$ cat src/rtl/pwm_mode_sequencer_pkg.sv
// -----------------------------------------------------------------------------
// pwm_mode_sequencer_pkg
// Shared definitions for the PWM mode sequencer and its helper blocks:
//   state_e        FSM state encoding (also exported on state_dbg)
//   FCODE_*        fault_code values
//   PWM_MODE_*     comparator mode select values
//   max_int        helper used to size the shared counter
// -----------------------------------------------------------------------------
package pwm_mode_sequencer_pkg;

  typedef enum logic [2:0] {
    ST_IDLE  = 3'd0,
    ST_SYNC  = 3'd1,
    ST_RUN   = 3'd2,
    ST_DRAIN = 3'd3,
    ST_BLANK = 3'd4,
    ST_FAULT = 3'd5
  } state_e;

  localparam logic [1:0] FCODE_NONE    = 2'b00;
  localparam logic [1:0] FCODE_EXT     = 2'b01;
  localparam logic [1:0] FCODE_TIMEOUT = 2'b10;

  localparam logic PWM_MODE_UNI = 1'b0;
  localparam logic PWM_MODE_BI  = 1'b1;

  function automatic int max_int(input int a, input int b);
    return (a > b) ? a : b;
  endfunction

endpackage

$ cat src/rtl/carrier_valley_detect.sv
// -----------------------------------------------------------------------------
// carrier_valley_detect
// Tracks the direction of a signed triangular carrier and flags the sample at
// which it turns from falling to rising (the valley).
// Ports:
//   clk       in   system clock
//   reset     in   asynchronous, active-high reset
//   sample_i  in   signed carrier sample (DW bits)
//   valley_o  out  high for the one sample that first rises after a descent
// -----------------------------------------------------------------------------
module carrier_valley_detect #(
  parameter int DW = 16
) (
  input  logic                 clk,
  input  logic                 reset,
  input  logic signed [DW-1:0] sample_i,
  output logic                 valley_o
);

  logic signed [DW-1:0] prev_q;
  logic                 down_q;
  logic                 down_d;

  // Equal consecutive samples hold the previous direction, so a flat bottom
  // still produces a valley when the carrier starts rising again.
  always_comb begin
    down_d = down_q;
    if (sample_i < prev_q) begin
      down_d = 1'b1;
    end else if (sample_i > prev_q) begin
      down_d = 1'b0;
    end
  end

  assign valley_o = down_q & (sample_i > prev_q);

  always_ff @(posedge clk or posedge reset) begin
    if (reset) begin
      prev_q <= '0;
      down_q <= 1'b0;
    end else begin
      prev_q <= sample_i;
      down_q <= down_d;
    end
  end

endmodule

$ cat src/rtl/pwm_mode_sequencer.sv
// -----------------------------------------------------------------------------
// pwm_mode_sequencer
// Run-time controller for the PWM comparator stage. Owns pwm_mode and the
// out_enable gate; applies mode changes only at a carrier valley with a
// dead-time blank in between; handles enable, external faults and carrier loss.
// Ports:
//   clk, reset    clock, asynchronous active-high reset
//   tri_wave      signed carrier sample (DW bits)
//   enable        level, 1 = run PWM
//   req_valid/req_mode/req_ready   mode-change request handshake
//   fault_in      external fault level
//   fault_clr     pulse, clears a latched fault when fault_in is low
//   pwm_mode      mode select to comparator (0 unipolar, 1 bipolar)
//   out_enable    comparator output gate
//   switch_done   pulse when an accepted request is fully applied
//   req_abort     pulse when an accepted request is dropped
//   fault_flag    latched fault present
//   fault_code    00 none, 01 external, 10 carrier timeout
//   state_dbg     current FSM state encoding
// -----------------------------------------------------------------------------
module pwm_mode_sequencer
  import pwm_mode_sequencer_pkg::*;
#(
  parameter int DW           = 16,
  parameter int DEADTIME     = 64,
  parameter int SYNC_TIMEOUT = 65535
) (
  input  logic          clk,
  input  logic          reset,
  input  logic [DW-1:0] tri_wave,
  input  logic          enable,
  input  logic          req_valid,
  input  logic          req_mode,
  output logic          req_ready,
  input  logic          fault_in,
  input  logic          fault_clr,
  output logic          pwm_mode,
  output logic          out_enable,
  output logic          switch_done,
  output logic          req_abort,
  output logic          fault_flag,
  output logic [1:0]    fault_code,
  output logic [2:0]    state_dbg
);

  // One counter serves both the dead-time blank and the valley timeout;
  // it only ever needs to reach (limit - 1).
  localparam int CNT_MAX = max_int(DEADTIME, SYNC_TIMEOUT);
  localparam int CW      = (CNT_MAX > 1) ? $clog2(CNT_MAX) : 1;
  localparam logic [CW-1:0] DT_LAST = CW'(DEADTIME - 1);
  localparam logic [CW-1:0] TO_LAST = CW'(SYNC_TIMEOUT - 1);

  state_e        state_q;
  logic [CW-1:0] cnt_q;
  logic          pwm_mode_q;
  logic          target_q;
  logic          pend_q;
  logic          out_enable_q;
  logic          req_ready_q;
  logic          switch_done_q;
  logic          req_abort_q;
  logic          fault_flag_q;
  logic [1:0]    fault_code_q;
  logic          valley;

  carrier_valley_detect #(
    .DW(DW)
  ) u_valley (
    .clk      (clk),
    .reset    (reset),
    .sample_i (tri_wave),
    .valley_o (valley)
  );

  always_ff @(posedge clk or posedge reset) begin
    if (reset) begin
      state_q       <= ST_IDLE;
      cnt_q         <= '0;
      pwm_mode_q    <= PWM_MODE_UNI;
      target_q      <= PWM_MODE_UNI;
      pend_q        <= 1'b0;
      out_enable_q  <= 1'b0;
      req_ready_q   <= 1'b0;
      switch_done_q <= 1'b0;
      req_abort_q   <= 1'b0;
      fault_flag_q  <= 1'b0;
      fault_code_q  <= FCODE_NONE;
    end else begin
      switch_done_q <= 1'b0;
      req_abort_q   <= 1'b0;

      if (state_q != ST_FAULT && fault_in) begin
        // External fault overrides everything except reset.
        state_q      <= ST_FAULT;
        cnt_q        <= '0;
        out_enable_q <= 1'b0;
        req_ready_q  <= 1'b0;
        fault_flag_q <= 1'b1;
        fault_code_q <= FCODE_EXT;
        req_abort_q  <= pend_q;
        pend_q       <= 1'b0;
      end else if (state_q != ST_FAULT && !enable) begin
        // Disable wins over any request presented in the same cycle.
        state_q      <= ST_IDLE;
        cnt_q        <= '0;
        out_enable_q <= 1'b0;
        req_ready_q  <= 1'b0;
        req_abort_q  <= pend_q;
        pend_q       <= 1'b0;
      end else begin
        unique case (state_q)
          ST_IDLE: begin
            // enable is known high here.
            state_q <= ST_SYNC;
            cnt_q   <= '0;
          end

          ST_SYNC: begin
            // A valley on the terminal-count cycle still counts as found.
            if (valley) begin
              state_q       <= ST_RUN;
              cnt_q         <= '0;
              out_enable_q  <= 1'b1;
              req_ready_q   <= 1'b1;
              switch_done_q <= pend_q;
              pend_q        <= 1'b0;
            end else if (cnt_q == TO_LAST) begin
              state_q      <= ST_FAULT;
              cnt_q        <= '0;
              out_enable_q <= 1'b0;
              req_ready_q  <= 1'b0;
              fault_flag_q <= 1'b1;
              fault_code_q <= FCODE_TIMEOUT;
              req_abort_q  <= pend_q;
              pend_q       <= 1'b0;
            end else begin
              cnt_q <= cnt_q + 1'b1;
            end
          end

          ST_RUN: begin
            if (req_valid && req_ready_q) begin
              if (req_mode == pwm_mode_q) begin
                switch_done_q <= 1'b1;
              end else begin
                target_q    <= req_mode;
                pend_q      <= 1'b1;
                req_ready_q <= 1'b0;
                state_q     <= ST_DRAIN;
                cnt_q       <= '0;
              end
            end
          end

          ST_DRAIN: begin
            // Old mode keeps running until the carrier reaches a valley.
            if (valley) begin
              state_q      <= ST_BLANK;
              cnt_q        <= '0;
              out_enable_q <= 1'b0;
            end else if (cnt_q == TO_LAST) begin
              state_q      <= ST_FAULT;
              cnt_q        <= '0;
              out_enable_q <= 1'b0;
              req_ready_q  <= 1'b0;
              fault_flag_q <= 1'b1;
              fault_code_q <= FCODE_TIMEOUT;
              req_abort_q  <= pend_q;
              pend_q       <= 1'b0;
            end else begin
              cnt_q <= cnt_q + 1'b1;
            end
          end

          ST_BLANK: begin
            if (cnt_q == DT_LAST) begin
              pwm_mode_q <= target_q;
              state_q    <= ST_SYNC;
              cnt_q      <= '0;
            end else begin
              cnt_q <= cnt_q + 1'b1;
            end
          end

          ST_FAULT: begin
            // A clear is honoured only once the fault source has gone away.
            if (fault_clr && !fault_in) begin
              state_q      <= ST_IDLE;
              cnt_q        <= '0;
              fault_flag_q <= 1'b0;
              fault_code_q <= FCODE_NONE;
            end
          end

          default: begin
            state_q      <= ST_IDLE;
            cnt_q        <= '0;
            out_enable_q <= 1'b0;
            req_ready_q  <= 1'b0;
            pend_q       <= 1'b0;
          end
        endcase
      end
    end
  end

  assign req_ready   = req_ready_q;
  assign pwm_mode    = pwm_mode_q;
  assign out_enable  = out_enable_q;
  assign switch_done = switch_done_q;
  assign req_abort   = req_abort_q;
  assign fault_flag  = fault_flag_q;
  assign fault_code  = fault_code_q;
  assign state_dbg   = state_q;

endmodule

$ cat config.mk
export PLATFORM = sky130hd
export DESIGN_NAME = pwm_mode_sequencer
export DESIGN_NICKNAME = d
export VERILOG_FILES = /design/src/rtl/pwm_mode_sequencer_pkg.sv /design/src/rtl/carrier_valley_detect.sv /design/src/rtl/pwm_mode_sequencer.sv
export SDC_FILE = /design/constraint.sdc
export NUM_CORES = 1
export LEC_CHECK = 0
export ABC_CLOCK_PERIOD_IN_PS = 2930
export CAP_MARGIN = 20
export CORE_MARGIN = 2
export CORE_UTILIZATION = 45
export CTS_BUF_LIST = sky130_fd_sc_hd__clkbuf_8 sky130_fd_sc_hd__clkbuf_16
export DETAILED_ROUTE_END_ITERATION = 10
export PLACE_DENSITY = 0.72
export SKIP_CTS_REPAIR_TIMING = 1
export SYNTH_ARGS = -nofsm -noshare
export SYNTH_HDL_FRONTEND = slang
export SYNTH_SLANG_ARGS = --single-unit
$ cat constraint.sdc
create_clock -name clk -period 2.93 [get_ports clk]
set_input_delay 0.4395 -clock clk [delete_from_list [all_inputs] [get_ports clk]]
set_output_delay 0.4395 -clock clk [all_outputs]
set_load 0.01 [all_outputs]
==> results.yml, run 1 <==
clock_tree:
  cts_tree: "yes"
  root_buffer: "clkbuf_8"
  cts_made_buffers: 5
  clock_latency_ns: 0.29
  clk_pin_slew_worst_paths_ns: 0.08
  clk_path_buf_depth: 2
  h-tree-depth: 2
  clkSinkCount: 46
routing:
  drt_first_pass_iters: 4
  routedWlPerCell_um: 14.3
  ant_nets: 0
  totalWireLength_um: 5890
  drc_errors: 0
  avgViaCountPerCell: 5.53
  drt_iter0_drc: 153
  vias: 2283
finish:
  drive_gt1_frac: 0.126
  stdcell_area_sq_um: 3380
  syn2layout_area_growth_pct: 27.3
  fin_util: 0.602
  fill_cells: 493
  antenna_cells: 0
  nets: 381
  multi_input_area_sq_um: 1380
  regArea_sq_um: 1150
sta:
  skew_ns: 0.00652
  slew_headroom: 0.629
  fin_setup_tns_ns: 0
  layout_setup_ws_ns: 0.0783
  post-route-min-period_ns: 2.85
  fin_crit_sh: 0.973
  fmax_mhz: 351
  hold_violations: 0
  worst_slew_pin_slew_ns: 0.553
  final_max_slew_viol_count: 0
  setup_violations: 0
floorplanning:
  die_area_sq_um: 6530
  core_sq_um: 5610
  die_y_um: 80.8
  boundaryPins: 34
  fp.dieW_um: 80.8
  start_util: 0.473
  rows: 27
grt:
  antenna_found_initial: 0
  grt_pass1_wl_um: 9670
  grt_pass1_vias: 2120
  grt_max_degree: 24
  grtUsageTotal: 0.188
  gr-total-overflow: 0
synthesis:
  synth_cells: 292
  synthFlopType: "dfrtp_1"
  synth_top_area_frac: 0.434
  synth.avg_cell_area_sq_um: 9.09
  ys_warn_count: 0
  synth_cell_types: 47
  ys_top_cells_by_area: "dfrtp_1 (43%), ha_1 (8.5%), nand2_1 (4.7%)"
  synth_async_sr_flop_share: 1.00
  synth-seq-cells: 46
  synth_edf_count: 0
  synth_top_area_cell: "dfrtp_1"
  synth.net_count: 333
  syn_area_sq_um: 2650
  seq_area_frac_synth: 0.434
  synthMostInstantiatedCell: "dfrtp_1"
  synth_commonest_cells: "dfrtp_1 (46), nand2_1 (33), inv_1 (31)"
worst_setup_path:
  path_cells: "clkdlybuf4s50_1, ha_1, nand2_1, or3_1, o311a_1, a211oi_2, nor2_2, o41ai_4, mux2_4"
  required_ns: 3.11
  slowest_stage: "clkdlybuf4s50_1"
  critical_path_class: "in2reg"
  cp_data_arrival_time_ns: 3.03
  endpoint_kind: "register"
  crit_fanout: 3
  worst_path_largest_cell_delay_ns: 0.43
  start_kind: "input pin"
placed_design:
  dpl-instance-area_sq_um: 3150
  io_buffers: 33
  dp_slack_ns: -0.308
  globalplace.congestion: 0.912
  dp_hpwl_um: 4260
run_status:
  status: "completed"
power_and_ir_drop:
  p_leak_uw: 0.00152
  power_density_nw_per_um2: 469
  finalPower_uw: 1580
  vdd_drop_max_mv: 0.323
min_path:
  holdCritPathClass: "in2reg"
job:
  drv_cap: 0
==> cell usage in the layout, fill, tap and decap left out, types with 4 or more instances in the layout <==
cell / netlist / layout
nand4_1: 16 / 16
nor2_1: 18 / 17
inv_1: 31 / 30
clkbuf_8: 0 / 5
dlymetal6s2s_1: 0 / 7
dfrtp_1: 46 / 46
nor3_1: 6 / 6
a21oi_1: 13 / 13
nand3_1: 10 / 10
a31oi_1: 6 / 6
nand2b_1: 10 / 10
ha_1: 18 / 15
or3_1: 4 / 4
o311ai_1: 8 / 8
clkdlybuf4s50_1: 0 / 26
o22ai_1: 4 / 4
buf_4: 1 / 20
o21ai_0: 14 / 14
nand2_1: 33 / 33
==> metal layers <==
| layer | global-route usage | wire length (um) | vias up |
|---|---|---|---|
| met5 | 0 | 0 | - |
| met4 | 0.0424 | 43 | 0 |
| met3 | 0.0367 | 251 | 4 |
| met2 | 0.303 | 2700 | 47 |
| met1 | 0.265 | 2900 | 1089 |
| li1 | - | - | 1143 |
==> worst max-delay path, delay by kind of cell <==
kind | cells | cell delay, ns
adders and majority gates | 1 | 0.31
buffers and inverters | 1 | 0.43
AOI/OAI and AO/OA | 3 | 1.01
and+or+nand+nor | 3 | 0.52
muxes | 1 | 0.33
==> final timing paths <==
path | startpoint | end | slack [ns] | cells after the start
setup / recovery | tri_wave[9] | fault_code[1] | 0.08 | 9
hold / removal | tri_wave[12] | u_valley.prev_q[12] | 0.30 | 1
setup reg to reg | u_valley.prev_q[15] | fault_code[1] | 0.29 | 9
hold reg to reg | u_valley.down_q | u_valley.down_q | 0.49 | 1
max in group asynchronous | reset | state_dbg[2] | 1.87 | 3
min in group asynchronous | reset | u_valley.prev_q[11] | 0.47 | 2
==> power breakdown <==
part	leakage, uW	switching (uW)	internal [uW]	total, uW
combinational	0.000869	175	165	340
clock	0.0000683	215	342	557
sequential	0.000585	22.2	665	687
total	0.00152	412	1170	1580
==> cells by family after synthesis <==
logic type | synth area share
AO/OA/AOI/OAI | 0.188
XOR/XNOR | 0.00660
adder cells (fa/ha/maj) | 0.0849
buffers and inverters | 0.0636
flip-flops | 0.434
multiplexers | 0.0160
AND/OR/NAND/NOR | 0.207
==> per-stage QoR <==
step,instances,hold slack [ns]
detailed placement,402,0.467
CTS,410,0.488
finish,413,0.297
floorplan,292,0.450
global placement,402,0.460
global route,413,0.282
==> registers in the layout, summed over array words and instances (netlist names) <==
register,count
fault_flag,1
req_ready,1
state_dbg,3
cnt_q,16
fault_code,2
req_abort,1
pend_q,1
u_valley.down_q,1
u_valley.prev_q,16
pwm_mode,1
switch_done,1
target_q,1
out_enable,1
==> area by class of cell <==
class | instances | share of cell area
multi-input cells | 203 | 0.410
well taps | 72 | 0.0267
clock inverters | 3 | 0.0204
clock buffers | 5 | 0.0204
flip-flops and latches | 46 | 0.341
repair buffers | 53 | 0.147
inverters | 31 | 0.0345
Note: power is estimated with default switching activity, not from simulation.
==> run 2: changes to the inputs <==
--- a/config.mk
+++ b/config.mk
@@ -7,11 +7,14 @@
 export LEC_CHECK = 0
 export ABC_CLOCK_PERIOD_IN_PS = 2930
 export CAP_MARGIN = 20
+export CELL_PAD_IN_SITES_DETAIL_PLACEMENT = 2
+export CELL_PAD_IN_SITES_GLOBAL_PLACEMENT = 2
 export CORE_MARGIN = 2
-export CORE_UTILIZATION = 45
+export CORE_UTILIZATION = 34
 export CTS_BUF_LIST = sky130_fd_sc_hd__clkbuf_8 sky130_fd_sc_hd__clkbuf_16
 export DETAILED_ROUTE_END_ITERATION = 10
-export PLACE_DENSITY = 0.72
+export PLACE_DENSITY = 0.84
+export SETUP_SLACK_MARGIN = 0.02
 export SKIP_CTS_REPAIR_TIMING = 1
 export SYNTH_ARGS = -nofsm -noshare
 export SYNTH_HDL_FRONTEND = slang
==> results.yml, run 2 (synthesized netlist as in run 1, its figures left out) <==
run_status:
  violations: "negative setup slack"
  status: "finished, violations left"
worst_setup_path:
  critical_path_class: "in2reg"
  start_kind: "input pin"
  cp_data_arrival_time_ns: 3.25
  regToRegSetupSlack_ns: 0.14
  endpoint_kind: "register"
  crit_fanout: 2
  required_ns: 3.19
sta:
  fin_setup_tns_ns: -0.156
  worst_slew_pin_slew_ns: 0.635
  post-route-min-period_ns: 2.98
  slew_headroom: 0.577
  setup_violations: 3
  layout_setup_ws_ns: -0.0547
  final_max_slew_viol_count: 0
  skew_ns: 0.0189
  fmax_mhz: 335
  hold_violations: 0
  fin_crit_sh: 1.02
  hold_slack_ns: 0.306
power_and_ir_drop:
  switchingPower_uw: 514
  vdd_drop_max_mv: 0.250
  power_density_nw_per_um2: 491
  finalPower_uw: 1730
  internal_power_uw: 1220
  p_comb_frac: 0.241
  switching_share: 0.296
  p_clk_frac: 0.358
  p_leak_uw: 0.00155
  power_frac_seq: 0.401
finish:
  final_common_cell: "dfrtp_1"
  fin_util: 0.462
  syn2layout_area_growth_pct: 33.1
  antenna_cells: 0
  nets: 387
  drive_gt1_frac: 0.161
  fill_cells: 804
  layout_common_cells: "dfrtp_1 (46), nand2_1 (33), inv_1 (30)"
clock_tree:
  cts_made_buffers: 5
  cts_tree: "yes"
  root_buffer: "clkbuf_8"
  h-tree-depth: 2
  clk_pin_slew_worst_paths_ns: 0.11
  clkSinkCount: 46
  clk_path_buf_depth: 2
  clock_latency_ns: 0.32
floorplanning:
  fp.dieW_um: 92.3
  rows: 32
  die_area_sq_um: 8530
  start_util: 0.347
  boundaryPins: 34
  die_y_um: 92.3
  core_sq_um: 7650
routing:
  drt_first_pass_iters: 4
  drt_iter0_drc: 72
  vias: 2568
  drc_errors: 0
  avgViaCountPerCell: 5.72
  ant_nets: 0
  totalWireLength_um: 10300
  routedWlPerCell_um: 22.9
grt:
  gr-total-overflow: 0
  grt_pass1_vias: 2850
  grt_max_degree: 47
  grtUsageTotal: 0.229
  grt_pass1_wl_um: 15100
  antenna_found_initial: 0
min_path:
  holdCritPathClass: "in2reg"
job:
  drv_cap: 0
placed_design:
  globalplace.congestion: 0.731
  io_buffers: 33
  dp_hpwl_um: 6240
-- run 2: cell count changes in the layout (fill, tap and decap cells not counted), sizes merged --
cell           delta
clkdlybuf4s50     +3
clkbuf            +1
buf               +6
clkinv            -1
dlymetal6s2s      -3
-- run 2: path summary, 6_finish.rpt --
path	from	end	depth (start not counted)
max	tri_wave[14]	fault_code[0]	11
min	tri_wave[15]	u_valley.prev_q[15]	1
max reg2reg	u_valley.prev_q[11]	fault_code[0]	11
min reg2reg	pend_q	pend_q	1
max in group asynchronous	reset	switch_done	3
min in group asynchronous	reset	u_valley.prev_q[15]	3
-- run 2: metal layers --
layer | part of all wire | track usage | vias to the layer above | wire, um
li1 | - | - | 1156 | -
met3 | 0.038 | 0.0334 | 36 | 393
met4 | 0.044 | 0.0647 | 0 | 452
met1 | 0.41 | 0.284 | 1309 | 4220
met5 | 0 | 0 | - | 0
met2 | 0.51 | 0.412 | 67 | 5210
-- run 2: critical path, stage by stage --
cell	delay [ns]
clkdlybuf4s50_1	0.45
ha_1	0.33
nand4_1	0.15
or3_4	0.36
o311a_1	0.35
a211oi_2	0.29
nor2_2	0.09
o41ai_4	0.38
buf_4	0.18
buf_4	0.10
a22o_1	0.12
-- run 2: stage by stage --
step                setup slack [ns]  instances  area (sq um)
detailed placement            -0.376        438          3230
floorplan                      0.232        292          2650
global route                  -0.201        449          3530
global placement              -0.195        438          3230
finish                       -0.0547        449          3530
CTS                           -0.102        446          3370
-- run 2: cell type report --
cell class | instances | area, sq um | area share
multi-input cells | 203 | 1460 | 0.413
flip-flops and latches | 46 | 1150 | 0.326
repair buffers | 59 | 536 | 0.152
well taps | 102 | 128 | 0.0361
inverters | 31 | 116 | 0.0329
clock buffers | 6 | 82.6 | 0.0234
clock inverters | 2 | 60.1 | 0.0170
-- run 2: power groups by stage --
| stage | clock, uW | combinational, uW | sequential [uW] |
|---|---|---|---|
| final | 622 | 418 | 695 |
| after global routing | 659 | 451 | 699 |
| after CTS | 629 | 374 | 692 |
| after detailed placement | 0 | 362 | 704 |
| after global placement | 0 | 341 | 700 |
| after floorplan | 0 | 181 | 701 |
==> run 3: changes to the inputs <==
==> constraint.sdc (replaced) <==
create_clock -name clk -period 2.93 [get_ports clk]
set_input_delay 0.586 -clock clk [delete_from_list [all_inputs] [get_ports clk]]
set_output_delay 0.586 -clock clk [all_outputs]
set_load 0.01 [all_outputs]
==> results.yml, run 3 (synthesized netlist as in run 1, its figures left out) <==
sta:
  fmax_mhz: 338
  worst_slew_pin_slew_ns: 0.577
  layout_setup_ws_ns: -0.0261
  hold_slack_ns: 0.428
  post-route-min-period_ns: 2.96
  hold_violations: 0
  slew_headroom: 0.614
  fin_crit_sh: 1.01
  final_max_slew_viol_count: 0
  setup_violations: 1
  skew_ns: 0.00872
worst_setup_path:
  crit_start: "tri_wave[3]"
  crit_fanout: 3
  endpoint_kind: "register"
  required_ns: 3.13
  slowest_stage: "clkdlybuf4s50_1"
  path_cells: "clkdlybuf4s50_1, ha_4, nand2_1, o21a_1, o311a_1, a211oi_2, nor2_2, o41ai_4, mux2_4"
  crit_buf_inv: 1
  cp_data_arrival_time_ns: 3.15
  critical_path_class: "in2reg"
  start_kind: "input pin"
  crit_family: "compound AO/OA/AOI/OAI gates"
  worst_path_largest_cell_delay_ns: 0.48
  rr_startpoint: "u_valley.prev_q[15]"
run_status:
  violations: "negative setup slack"
  status: "finished, violations left"
finish:
  instances_no_fill: 448
  drive_gt1_frac: 0.176
  layout_common_cells: "dfrtp_1 (46), nand2_1 (32), inv_1 (31)"
  fill_cells: 808
  antenna_cells: 0
  stdcell_area_sq_um: 3580
  final_common_cell: "dfrtp_1"
  syn2layout_area_growth_pct: 35.0
  nets: 386
routing:
  totalWireLength_um: 10300
  routedWlPerCell_um: 22.9
  drt_first_pass_iters: 4
  drt_iter0_drc: 112
  ant_nets: 0
  vias: 2540
  avgViaCountPerCell: 5.67
  drc_errors: 0
power_and_ir_drop:
  power_density_nw_per_um2: 429
  finalPower_uw: 1540
  p_leak_uw: 0.00159
  vdd_drop_max_mv: 0.198
clock_tree:
  clk_pin_slew_worst_paths_ns: 0.10
  h-tree-depth: 2
  clk_path_buf_depth: 2
  cts_tree: "yes"
  clock_latency_ns: 0.30
  cts_made_buffers: 5
  root_buffer: "clkbuf_8"
  clkSinkCount: 46
floorplanning:
  core_sq_um: 7650
  start_util: 0.347
  rows: 32
  fp.dieW_um: 92.3
  boundaryPins: 34
  die_y_um: 92.3
  die_area_sq_um: 8530
grt:
  grt_max_degree: 26
  grt_pass1_wl_um: 15000
  grtUsageTotal: 0.224
  antenna_found_initial: 0
  gr-total-overflow: 0
  grt_pass1_vias: 2800
placed_design:
  globalplace.congestion: 0.734
  io_buffers: 33
  placedCellCount: 437
  dp_hpwl_um: 6330
  dpl-instance-area_sq_um: 3260
min_path:
  holdCritPathClass: "in2reg"
  min_from: "tri_wave[0]"
job:
  drv_cap: 0
==> run 3: cell types whose count changed in the layout (fill, tap and decap cells not counted), sizes merged <==
cell,previous run,this run
bufinv,2,0
inv,31,32
dlymetal6s2s,4,9
clkinv,0,1
buf,26,25
clkdlybuf4s50,29,24
==> run 3: final timing paths <==
kind                       slack [ns]  cells after the start             endpoint
max in group asynchronous        1.59                      3  u_valley.prev_q[15]
min                              0.43                      1   u_valley.prev_q[0]
min reg2reg                      0.51                      1               pend_q
max                             -0.03                      9        fault_code[1]
max reg2reg                      0.06                      9        fault_code[1]
min in group asynchronous        0.69                      2   u_valley.prev_q[7]
==> run 3: layout make-up <==
class / instances / area [sq um] / area share
clock buffer: 6 / 82.6 / 0.0231
clock inverter: 2 / 8.76 / 0.00244
inverter: 31 / 116 / 0.0325
multi-input combinational: 203 / 1520 / 0.424
sequential: 46 / 1150 / 0.321
tap: 102 / 128 / 0.0356
timing repair buffer: 58 / 578 / 0.161
==> run 3: through the flow <==
step | worst slack, ns | util | TNS [ns]
2_1_floorplan | 0.0859 | - | 0
6_report | -0.0261 | 0.468 | -0.0261
3_5_place_dp | -0.570 | 0.427 | -9.97
5_1_grt | -0.131 | 0.468 | -0.808
3_3_place_gp | -0.344 | 0.427 | -4.75
4_1_cts | -0.267 | 0.438 | -3.40
==> run 3: worst reg2reg max path, cell delays in order, from the launching register on <==
cell and delay [ns]:
dfrtp_1 0.35, inv_1 0.10, ha_4 0.29, nand4_1 0.17
or3_4 0.38, o311a_1 0.37, a211oi_2 0.30, nor2_2 0.10
o41ai_4 0.37, mux2_4 0.34
==> run 3: power by group <==
| group | total [uW] | internal [uW] | leakage (uW) | switching, uW |
|---|---|---|---|---|
| Clock | 422 | 188 | 0.0000524 | 234 |
| Sequential | 695 | 665 | 0.000585 | 29.3 |
| Combinational | 420 | 195 | 0.000950 | 225 |
| Total | 1540 | 1050 | 0.00159 | 489 |
==> run 3: routing by layer <==
layer / GRT usage / up-vias / part of all wire
met5: 0 / - / 0
met4: 0.0423 / 0 / 0.021
met3: 0.0317 / 13 / 0.032
met2: 0.416 / 50 / 0.53
met1: 0.276 / 1323 / 0.41
li1: - / 1154 / -
